**src/rtl/fpga_bootrom_pkg.sv**
```systemverilog
// Shared constants and response record for the FPGA boot ROM arbiter.
package fpga_bootrom_pkg;

  localparam int BOOTROM_DATA_WIDTH = 32;
  localparam int BOOTROM_WORDS      = 118;

  // Wide enough to name any of up to 8 requesters.
  localparam int BOOTROM_ID_WIDTH   = 3;

  // Registered response: valid flag, owning requester and error flag.
  typedef struct packed {
    logic                        vld;
    logic [BOOTROM_ID_WIDTH-1:0] id;
    logic                        err;
  } bootrom_resp_t;

endpackage

```
**src/rtl/rr_arbiter.sv**
```systemverilog
// Combinational round-robin arbiter.
// The search starts at index ptr and wraps modulo N; the first set request
// wins. gnt is one-hot or zero, idx is the winning index, any flags a winner.
module rr_arbiter #(
  parameter int N  = 3,
  parameter int IW = (N > 1) ? $clog2(N) : 1
) (
  input  logic [N-1:0]  req,
  input  logic [IW-1:0] ptr,
  output logic [N-1:0]  gnt,
  output logic [IW-1:0] idx,
  output logic          any
);

  // Rotate the priority so that index ptr is examined first.
  always_comb begin
    int j;
    gnt = '0;
    idx = '0;
    any = 1'b0;
    j   = 0;
    for (int k = 0; k < N; k++) begin
      j = (int'(ptr) + k) % N;
      if (!any && req[j]) begin
        any    = 1'b1;
        idx    = IW'(j);
        gnt[j] = 1'b1;
      end
    end
  end

endmodule

```
**src/rtl/fpga_bootrom_arbiter.sv**
```systemverilog
// Round-robin arbiter sharing the single-port FPGA boot ROM between NUM_REQ
// requesters. One access may be granted every cycle; the read response
// returns exactly one cycle after its grant.
//
// Optional build macro FPGA_BOOTROM_RANGE_CHECK_EN: accesses beyond the
// populated ROM (word index >= ROM_WORDS, or non-zero address bits above the
// ROM word address) are granted but not issued to the ROM, and answer with
// rdata_o = 0 and err_o = 1.
//
// Handshake (PULP req/gnt/rvalid): a requester raises req_i with addr_i and
// holds both stable until gnt_o for that requester is seen high in the same
// cycle; the grant is combinational and never retracted within the cycle.
// Exactly one cycle after the grant, rvalid_o for that requester is high for
// one cycle with rdata_o (and err_o) valid. There is no back-pressure on the
// response side, so grants may be issued back-to-back.
module fpga_bootrom_arbiter
  import fpga_bootrom_pkg::*;
#(
  parameter int NUM_REQ        = 3,
  parameter int ADDR_WIDTH     = 32,
  parameter int ROM_ADDR_WIDTH = 7,
  parameter int DATA_WIDTH     = BOOTROM_DATA_WIDTH,
  parameter int ROM_WORDS      = BOOTROM_WORDS
) (
  input  logic                                 CLK,
  input  logic                                 RST,
  input  logic [NUM_REQ-1:0]                   req_i,
  input  logic [NUM_REQ-1:0][ADDR_WIDTH-1:0]   addr_i,
  output logic [NUM_REQ-1:0]                   gnt_o,
  output logic [NUM_REQ-1:0]                   rvalid_o,
  output logic [DATA_WIDTH-1:0]                rdata_o,
  output logic                                 err_o,
  output logic                                 rom_cen_o,
  output logic [ROM_ADDR_WIDTH-1:0]            rom_a_o,
  input  logic [DATA_WIDTH-1:0]                rom_q_i
);

  localparam int IW = (NUM_REQ > 1) ? $clog2(NUM_REQ) : 1;

  // Elaboration-time guard on the parameter space this block supports.
  if ((NUM_REQ < 2) || (NUM_REQ > 8) || (DATA_WIDTH != 32) ||
      (ROM_WORDS > (1 << ROM_ADDR_WIDTH)) || (ADDR_WIDTH < ROM_ADDR_WIDTH + 2)) begin : g_bad_params
    $error("fpga_bootrom_arbiter: unsupported parameter combination");
  end

  // State
  logic [IW-1:0]             r_rr_ptr;
  bootrom_resp_t             r_resp;
  logic [ROM_ADDR_WIDTH-1:0] r_last_a;

  // Arbitration and address path
  logic [NUM_REQ-1:0]        w_arb_gnt;
  logic [IW-1:0]             w_win;
  logic                      w_arb_any;
  logic                      w_grant;
  logic [IW-1:0]             w_ptr_nxt;
  logic [ADDR_WIDTH-1:0]     w_addr;
  logic [ROM_ADDR_WIDTH-1:0] w_word;
  logic                      w_oob;
  logic                      w_unused;

  rr_arbiter #(
    .N  (NUM_REQ),
    .IW (IW)
  ) u_rr_arbiter (
    .req (req_i),
    .ptr (r_rr_ptr),
    .gnt (w_arb_gnt),
    .idx (w_win),
    .any (w_arb_any)
  );

  // Reset suppresses every grant, whatever the requesters drive.
  assign w_grant = w_arb_any & ~RST;
  assign gnt_o   = RST ? '0 : w_arb_gnt;

  // Winner's byte address reduced to a ROM word address; byte offset dropped.
  assign w_addr  = addr_i[w_win];
  assign w_word  = w_addr[ROM_ADDR_WIDTH+1:2];

`ifdef FPGA_BOOTROM_RANGE_CHECK_EN
  assign w_oob   = w_grant &&
                   ((int'(w_word) >= ROM_WORDS) ||
                    ((w_addr >> (ROM_ADDR_WIDTH + 2)) != '0));
`else
  assign w_oob   = 1'b0;
`endif

  // Byte offsets (and upper bits without the range check) are not decoded.
  assign w_unused = ^addr_i;

  // Pointer moves just past the winner so it drops to lowest priority.
  assign w_ptr_nxt = (int'(w_win) == NUM_REQ - 1) ? '0 : w_win + 1'b1;

  // ROM is enabled only for an in-range grant; the address holds when idle.
  assign rom_cen_o = ~(w_grant & ~w_oob);
  assign rom_a_o   = w_grant ? w_word : r_last_a;

  // Round-robin pointer, response record and last driven ROM address.
  always_ff @(posedge CLK) begin
    if (RST) begin
      r_rr_ptr <= '0;
      r_resp   <= '0;
      r_last_a <= '0;
    end else begin
      r_resp.vld <= w_grant;
      r_resp.id  <= BOOTROM_ID_WIDTH'(w_win);
      r_resp.err <= w_oob;
      if (w_grant) begin
        r_rr_ptr <= w_ptr_nxt;
        r_last_a <= w_word;
      end
    end
  end

  // Route the response valid to the requester that owns it; a response
  // still in flight when reset arrives is dropped.
  always_comb begin
    rvalid_o = '0;
    for (int i = 0; i < NUM_REQ; i++) begin
      if (r_resp.vld && !RST && (int'(r_resp.id) == i)) begin
        rvalid_o[i] = 1'b1;
      end
    end
  end

`ifdef FPGA_BOOTROM_RANGE_CHECK_EN
  assign rdata_o = r_resp.err ? '0 : rom_q_i;
`else
  assign rdata_o = rom_q_i;
`endif

  assign err_o = r_resp.err & ~RST;

endmodule

```
**config.mk**
```make
export PLATFORM = sky130hd
export DESIGN_NAME = fpga_bootrom_arbiter
export DESIGN_NICKNAME = d
export VERILOG_FILES = /design/src/rtl/fpga_bootrom_pkg.sv /design/src/rtl/rr_arbiter.sv /design/src/rtl/fpga_bootrom_arbiter.sv
export SDC_FILE = /design/constraint.sdc
export NUM_CORES = 1
export LEC_CHECK = 0
export BUFFER_PORTS_ARGS = -buffer_cell sky130_fd_sc_hd__buf_2
export CAP_MARGIN = 20
export CORE_MARGIN = 2
export CORE_UTILIZATION = 29
export DETAILED_ROUTE_END_ITERATION = 7
export MAX_ROUTING_LAYER = met4
export PLACE_DENSITY = 0.75
export SLEW_MARGIN = 0
export SYNTH_ARGS = -nofsm -noshare
export SYNTH_HDL_FRONTEND = slang
export SYNTH_SLANG_ARGS = --single-unit
```
**constraint.sdc**
```tcl
create_clock -name CLK -period 2.17 [get_ports CLK]
set_clock_uncertainty 0.05 [all_clocks]
set_input_delay 0.217 -clock CLK [delete_from_list [all_inputs] [get_ports CLK]]
set_output_delay 0.217 -clock CLK [all_outputs]
set_load 0.02 [all_outputs]
```
# Yosys cells after proc, flatten, opt, wreduce, memory -nomap -nowiden
# Cells that the tools add are included.
dict set report op_classes {
  n_reduce_logical 13
  bitwise 6
  magnitude_cmp 7
  addsub 3
  n_shift 0
  n_mux 32
  multipliers 0
  n_eq_ne 3
  n_div 3
}
# cell n
set op_table {}
lappend op_table {{32-bit by 1-bit >= comparator with 1-bit output, second input constant} 3}
lappend op_table {{32-bit by 4-bit < comparator with 1-bit output, second input constant} 3}
lappend op_table {{32-bit binary-select mux with 2-bit select} 1}
lappend op_table {{32-bit by 3-bit modulo with 32-bit output, second input constant} 2}
lappend op_table {{3-bit by 3-bit modulo with 32-bit output, second input constant} 1}
lappend op_table {{1-bit two-way mux} 15}
lappend op_table {{3-bit two-way mux} 4}
lappend op_table {{1-bit logical AND} 9}
lappend op_table {{9-bit two-way mux} 1}
lappend op_table {{2-bit two-way mux} 4}
lappend op_table {{7-bit two-way mux} 1}
lappend op_table {{1-bit binary-select mux with 2-bit select} 3}
lappend op_table {{1-bit demux with 2-bit select} 3}
lappend op_table {{3-bit OR} 2}
lappend op_table {{2-bit by 1-bit adder with 3-bit output, second input constant} 1}
lappend op_table {{2-bit by 2-bit adder with 3-bit output, second input constant} 1}
lappend op_table {{3-bit by 2-bit == test with 1-bit output, second input constant} 1}
lappend op_table {{3-bit == test, second input constant} 1}
lappend op_table {{1-bit logical NOT} 3}
lappend op_table {{3-bit logical NOT} 1}
lappend op_table {{2-bit by 3-bit < comparator with 1-bit output, second input constant} 1}
lappend op_table {{2-bit by 1-bit adder with 2-bit output, second input constant} 1}
lappend op_table {{2-bit == test, second input constant} 1}
lappend op_table {{1-bit NOT} 2}
lappend op_table {{2 further kinds} 2}
dict set report word_totals {
  out_inout_bits 47
  in_bits 133
  mem_count 0
  mem_bits_rw 0
  ff_bits 13
  latchBits 0
  mem_bits_ro 0
}

# Logic depth before layout (Yosys ltp)
# Gate-level depths: netlist (run 1).
dict set report logic_depth {
  depth_word 14
  mapped_depth 10
  depth_no_buf 8
}

# By module
# A second synthesis (run 1) with hierarchy kept.
dict set report hier_totals {
  hier_cells 172
  hier_area_um2 1355.0
}
# module cells_per_inst instances area_each_um2
set by_module_without_submodules {}
lappend by_module_without_submodules {fpga_bootrom_arbiter 120 1 973.4}
lappend by_module_without_submodules {rr_arbiter 52 1 381.6}

# Worst setup path after synthesis (run 1)
# Ideal clock, no wire load.
dict set report synth_timing {
  path_kind {reg2out}
  startpoint {register r_rr_ptr[0]}
  endpoint {output port rom_a_o[0]}
  setup_slack_ns -0.284
  t_arrival_ns 2.187
  required_time_ns 1.903
  path_stages_with_launch 9
  path_cell_list {dfxtp_1 -> inv_1 -> ha_1 -> mux2i_1 -> o21ai_2 -> o221ai_4 -> mux2_2 -> a22oi_2 -> nand2_1}
}
dict set report synth_via {
  elab_chain_cells 14
  elab_cells_between_ends 28
  cone_classes {add/sub: 2; div: 3; mux: 18; bitwise: 1; reduce/logical: 4}
}
# item line
set synth_lines {}
lappend synth_lines {{from (decl)} fpga_bootrom_arbiter.sv:47} ;# logic [IW-1:0] r_rr_ptr;
lappend synth_lines {{from (signal assigned)} fpga_bootrom_arbiter.sv:110} ;# r_rr_ptr <= w_ptr_nxt;
lappend synth_lines {{branches (longest 13 deep; another with 32-bit by 3-bit modulo with 32-bit output)} -}
lappend synth_lines {{7-bit two-way mux *} -}
lappend synth_lines {{to (decl)} fpga_bootrom_arbiter.sv:34} ;# output logic [ROM_ADDR_WIDTH-1:0] rom_a_o,
# Every way passes the cells marked *. The select of a mux whose other input is x is not followed.

# Worst setup path after layout (run 1)
dict set report layout_timing {
  startpoint {register r_rr_ptr[0]}
  endpoint {output port rom_a_o[1]}
}
# Same word-level chain as after synthesis.

==> metrics.md, run 1 <==
| Metric | Value |
|---|---|
| Critical-path top delay cell | dfxtp_2 |
| Via total after detailed routing | around 1400 |
| Final global-route overflow total | 0 |
| Sequential area share after synthesis | 17.7% |
| # H-tree levels | 1 |
| Simple-gate area share of the yosys netlist | a little over a fifth |
| Remaining antenna violation count | 0 |
| Nets@finish | 347 |
| Vias per std cell | 5.23 |
| CP Cell Sequence | inv_2, ha_4, mux2i_4, buf_6, o32ai_4, buf_4, or2_4, a31o_4, nand2_2, nand2_2, buf_6 |
| Die area | 5250 um^2 |
| Max-Cap Viols | 0 |
| Gr usage total | 16.6% |
| Vias in the first global route | around 1400 |
| Logic pwr share | 79.0% |
| Worst-skew pair later-pin latency | around 0.24 ns |
| Syn Std Cell Area | approximately 1400 um^2 |
| Outcome | finished with violations |
| Share of the synthesized area in the top cell type | between 10% and 20% |
| Drt drc | 0 |
| I/O Pins | 180 |
| Starting Density | a little under a third |
| Most frequent cells in the layout | buf_4 (34), buf_2 (28), buf_6 (22), nand2_2 (11), dfxtp_1 (10) |
| CTS tree | done |
| Hold Path Class | in -> reg |
| Post-Route WL | around 4100 um |
| CTS buffer count | 3 |
| Port bufs | 39 |
| First-pass GRT wire length | between 6000 and 7000 um |
| CP arrival | 2.39 ns |
| Synth-to-Final Area Change | 51.8% |
| Clk root buf | clkbuf_8 |
| Filler cell count in the final layout | around 430 |
| Top post-synthesis cells by area | buf_4 (19%), dfxtp_1 (18%), a22oi_2 (6.4%) |
| Longest Clk Path Bufs | 2 |
| Layout cells sized above 1 | about 71% |
| Post-Syn Nets | 298 |
| Delay-heaviest family, CP | buffers and inverters |
| Final period util | 123% |
| Clock power frac | 8.8% |
| Final Setup Violations | 20 |
| VDD IR-drop max | 0.488 mV |
| Hold buffer count at CTS | 0 |
| Largest net degree at the start of global routing | 21 |
| Util after Layout | between 40% and 50% |
| WL/cell | roughly 16 um |
| Slew Limit Fails | 0 |
| Synth warn | 0 |
| P_sw | roughly 0.0012 W |
| Library cells used by synthesis | 44 |
| Hpwl dp | between 2000 and 3000 um |
| Synth Area in Compound Gates | a little over a quarter |
| DR pass1 iterations | 4 |
| Flops & latches, synth | 12 |
| Die W | 72.5 um |
| Top FF cell, synth | dfxtp_1 |
| Post-synthesis mux area share | ~7.3% |
| Crit path buffers/inverters | 4 |
| PnR worst setup slack | -0.489 ns |
| Pwr dens | between 1000 and 1500 nW/um^2 |
| Min cycle time layout | 2.66 ns |
| Hold Violations, Final | 0 |
| Leak pwr | 0.915 nW |
| Int Power | roughly 0.0016 W |
| Main combinational cell family by area after synthesis | compound AO/OA/AOI/OAI gates |
| Synth async-reset ratio | 0% |
| Worst Path Max Fanout | 8 |
| Initial antenna violation count | 0 |
| Setup TNS | -4.82 ns |
| Post-Synth Adder-Cell Area | under 10% |
| Row cnt | 24 |
| Max Clk Rate | between 300 and 400 MHz |
| Worst-path clk slew | roughly 0.050 ns |
| Req. time, crit path | 1.90 ns |
| Commonest non-fill, non-tap cell in the layout | buf_4 |
| Seq pwr share | between 10% and 20% |
| Clk sinks | 12 |
| Post-synth EDFFs | 0 |
| Routability cong. | approximately 0.85 |
| Startpoint types | flip-flop |
| Syn Area/Cell | about 8.4 um^2 |
| Net Sw Frac | about two fifths |
| Core Area | between 4000 and 5000 um^2 |
| Failing checks | setup timing |
| RSZ-0062 raised after global routing | true |
| Largest area contributor in the netlist | buf_4 |
| Ant diodes | 0 |
| Gate Count Post-Synth | 161 |
| Die span in y | a little over 70 um |
| XOR/XNOR Fraction of Synth Area | 0% |
| Crit path largest cell delay | 0.33 ns |
| WS Path Type | reg -> out |
| DR iter-0 viols | 140 |
| Worst Setup End Kind | output port |
==> cells by family (layout without fill, tap and decap cells) <==
family | Yosys count | count (layout)
simple gates | 52 | 52
buf+inv | 45 | 93
compound gates | 38 | 38
flops | 12 | 12
mux | 9 | 9
fa+ha+maj | 4 | 4
other cells | 1 | 1
==> path summary, 6_finish.rpt <==
kind                                          startpoint                endpoint  slack [ns]  depth (start not counted)
worst max-delay path            r_rr_ptr[0]$_SDFFE_PP0P_              rom_a_o[1]       -0.49                         11
worst min-delay path                          addr_i[69]  r_last_a[3]$_SDFF_PP0_        0.21                          3
worst max register to register  r_rr_ptr[0]$_SDFFE_PP0P_  r_last_a[1]$_SDFF_PP0_       -0.20                         12
worst min register to register    r_last_a[1]$_SDFF_PP0_  r_last_a[1]$_SDFF_PP0_        0.50                          2
==> registers in the layout, indices dropped and copies added (netlist names) <==
register / flops
r_last_a: 7
r_rr_ptr: 2
r_resp: 3
==> metrics by stage <==
step	power, W	hold WS (ns)	instance area (um^2)	worst slack [ns]	instances
global route	0.00297	0.204	2060	-0.595	261
detailed placement	0.00195	0.384	1630	-0.361	242
finish	0.00280	0.209	2060	-0.489	261
CTS	0.00269	0.203	2030	-0.453	261
global placement	0.00192	0.384	1630	-0.316	242
floorplan	0.00152	0.349	1430	-0.0553	161
==> metal layers <==
layer | vias up | GRT usage [%] | part of all wire, %
met5 | - | - | 0
met2 | 52 | 30.9 | 54
li1 | 637 | - | -
met1 | 659 | 17.7 | 39
met4 | 0 | 5.35 | 1.7
met3 | 16 | 3.06 | 5.2
==> tightest hold or removal path: stages <==
cell and delay [ns]:
buf_2 0.10, nand2_2 0.07, a21oi_1 0.06
==> layout make-up <==
class	instances	area, um^2	area share [%]
Clock buffer	4	55.1	2.67
Inverter	4	17.5	0.849
Multi-Input combinational cell	104	1020	49.3
Timing Repair Buffer	85	663	32.1
Sequential cell	12	245	11.9
Tap cell	52	65.1	3.15
==> what timing repair did <==
item | CTS | global route
gates cloned | 0 | 0
gates resized for setup | 61 | 10
endpoints found under the setup margin | 20 | 20
pin swaps | 18 | 11
buffers inserted | 16 | 5
==> power by group through the flow <==
stage | combinational (W) | clock, W | sequential (W)
final | 0.00221 | 0.000246 | 0.000342
after global placement | 0.00158 | 0 | 0.000342
after global routing | 0.00235 | 0.000266 | 0.000355
after CTS | 0.00210 | 0.000250 | 0.000343
after floorplan | 0.00119 | 0 | 0.000335
after detailed placement | 0.00161 | 0 | 0.000346
==> cells in the mapped netlist (all sizes together) (2+ instances only) <==
cell / count
buf: 39
or2: 3
ha: 4
nand3b: 3
nor2: 10
dfxtp: 12
o21ai: 4
and3b: 3
a211oi: 2
a22oi: 8
inv: 4
o211ai: 3
mux2: 7
nor4bb: 3
mux2i: 2
nand2b: 3
clkbuf: 2
a21oi: 11
nand2: 19
o221ai: 2
(Power assumes the default switching activity.)
==> run 2: changes to the inputs <==
CORE_MARGIN = not set   (was 2)
==> metrics.md, run 2 (same netlist as run 1, synthesis figures left out) <==
| Metric | Value |
|---|---|
| Outcome | finished with violations |
| Failing checks | setup timing |
| Req. time, crit path | 1.90 ns |
| Commonest non-fill, non-tap cell in the layout | buf_4 |
| Ant diodes | 0 |
| Vias per std cell | about 5.0 |
| Longest Clk Path Bufs | 2 |
| Post-Route WL | ~3500 um |
| Vias in the first global route | 1199 |
| Max Clk Rate | 375 MHz |
| FF/Latch Area | roughly 250 um^2 |
| Final Setup Violations | 20 |
| Largest regs | r_last_a (7), r_resp (3), r_rr_ptr (2) |
| Hold Violations, Final | 0 |
| Util after Layout | between 40% and 50% |
| WHS Endpoint | r_last_a[2]$_SDFF_PP0_ |
| Hold path cells | 4 |
| Most frequent cells in the layout | buf_4 (37), buf_2 (32), nand2_2 (10), dfxtp_1 (10) |
| Via total after detailed routing | approximately 1300 |
| R2r startpoint | r_rr_ptr[1]$_SDFFE_PP0P_ |
| Final Non-Filler Cells | 255 |
| Clk root buf | clkbuf_8 |
| Max-Cap Viols | 0 |
| Row cnt | 24 |
| Clk sinks | 12 |
| Gr usage total | around 13% |
| Remaining antenna violation count | 0 |
| Path depth of the worst reg2reg path | 10 |
| Die span in y | slightly above 70 um |
| Layout cells sized above 1 | about 67% |
| PnR worst setup slack | -0.499 ns |
| DR pass1 iterations | 4 |
| R2R Path End | r_last_a[0]$_SDFF_PP0_ |
| Nets@finish | 341 |
| Die W | about 70 um |
| Initial antenna violation count | 0 |
| Hpwl dp | ~2500 um |
| Core Area | 4410 um^2 |
| Drt drc | 0 |
| Worst-path clk slew | ~0.05 ns |
| Worst Setup End Kind | output port |
| Startpoint types | flip-flop |
| Pwr dens | around 1300 nW/um^2 |
| Reg with most FFs | r_last_a |
| R2r setup slk | -0.13 ns |
| Worst Path Max Fanout | 8 |
| Hold Path Class | in -> reg |
| Final global-route overflow total | 0 |
| Filler cell count in the final layout | just over 400 |
| Starting Density | ~30% |
| Port bufs | 39 |
| Setup TNS | -4.78 ns |
| Leak pwr | 0.849 nW |
| Cells after DPL | between 200 and 250 |
| Pre-CTS setup slack | -0.299 ns |
| Min cycle time layout | between 2 and 3 ns |
| Largest net degree at the start of global routing | 21 |
| RSZ-0062 raised after global routing | true |
| DR iter-0 viols | 68 |
| CTS tree | done |
| First-pass GRT wire length | approximately 5200 um |
| Final period util | 123% |
| CTS buffer count | 3 |
| Slew Limit Fails | 0 |
| Largest register FFs | 7 |
| WS Path Type | reg -> out |
| Footprint of the multi-input gates | roughly 1000 um^2 |
| Routability cong. | between 0.8 and 0.9 |
| Hold path start | addr_i[68] |
| VDD IR-drop max | roughly 0.48 mV |
| Hold buffer count at CTS | 0 |
| Synth-to-Final Area Change | 44.7% |
| WL/cell | approximately 14 um |
| Die area | approximately 5000 um^2 |
| Worst-skew pair later-pin latency | around 0.24 ns |
| # H-tree levels | 1 |
| I/O Pins | 180 |
| CP arrival | 2.40 ns |
-- run 2: cell count changes in the layout (fill, tap and decap cells not counted), sizes merged --
cell	delta
buf	-6
-- run 2: critical path, stage by stage (launching register included) --
cell and delay (ns):
dfxtp_2 0.32, buf_6 0.12, ha_4 0.31, mux2i_4 0.27
o21ai_4 0.09, o221ai_4 0.19, buf_12 0.17, mux2_4 0.30
a22oi_2 0.18, nand2_2 0.07, buf_6 0.13
-- run 2: cell type report --
cell class	instances	area share [%]
Inverter	4	0.764
Clock buffer	4	2.80
Multi-Input combinational cell	104	51.3
Tap cell	52	3.31
Sequential cell	12	12.5
Timing Repair Buffer	79	29.3
-- run 2: report_power, final --
group          internal [W]  total, W  switching [W]
clock network      0.000160  0.000242      0.0000822
registers          0.000298  0.000335      0.0000366
logic               0.00108   0.00206       0.000978
-- run 2: stage by stage --
step	total power [W]	area (um^2)	hold WS, ns
finish	0.00264	1970	0.285
global route	0.00279	1970	0.277
CTS	0.00237	1790	0.291
detailed placement	0.00202	1670	0.384
global placement	0.00199	1670	0.384
floorplan	0.00152	1430	0.349
-- run 2: metal layers --
metal  vias to the layer above  GRT usage, %  wire, um
met1                       598          15.1      1400
met5                         -             -         0
met4                         0          5.78        90
li1                        618             -         -
met3                        18          1.88       179
met2                        36          21.9      1790
-- run 2: how the worst max path moves through the flow --
stage / start / end / slack, ns
after global placement: r_rr_ptr[1]$_SDFFE_PP0P_ / rom_a_o[0] / -0.27
after detailed placement: r_rr_ptr[1]$_SDFFE_PP0P_ / rom_a_o[0] / -0.30
after CTS: r_rr_ptr[1]$_SDFFE_PP0P_ / rom_a_o[5] / -0.52
after global routing: r_rr_ptr[1]$_SDFFE_PP0P_ / rom_a_o[2] / -0.59
after floorplan: r_rr_ptr[0]$_SDFFE_PP0P_ / rom_a_o[0] / -0.06
final: r_rr_ptr[1]$_SDFFE_PP0P_ / rom_a_o[1] / -0.50
-- run 2: repair_timing --
action / 4_1_cts / 5_1_grt
pin swaps: 8 / 11
resized for setup: 14 / 27
endpoints found under the setup margin: 18 / 20
buffers inserted: 3 / 7
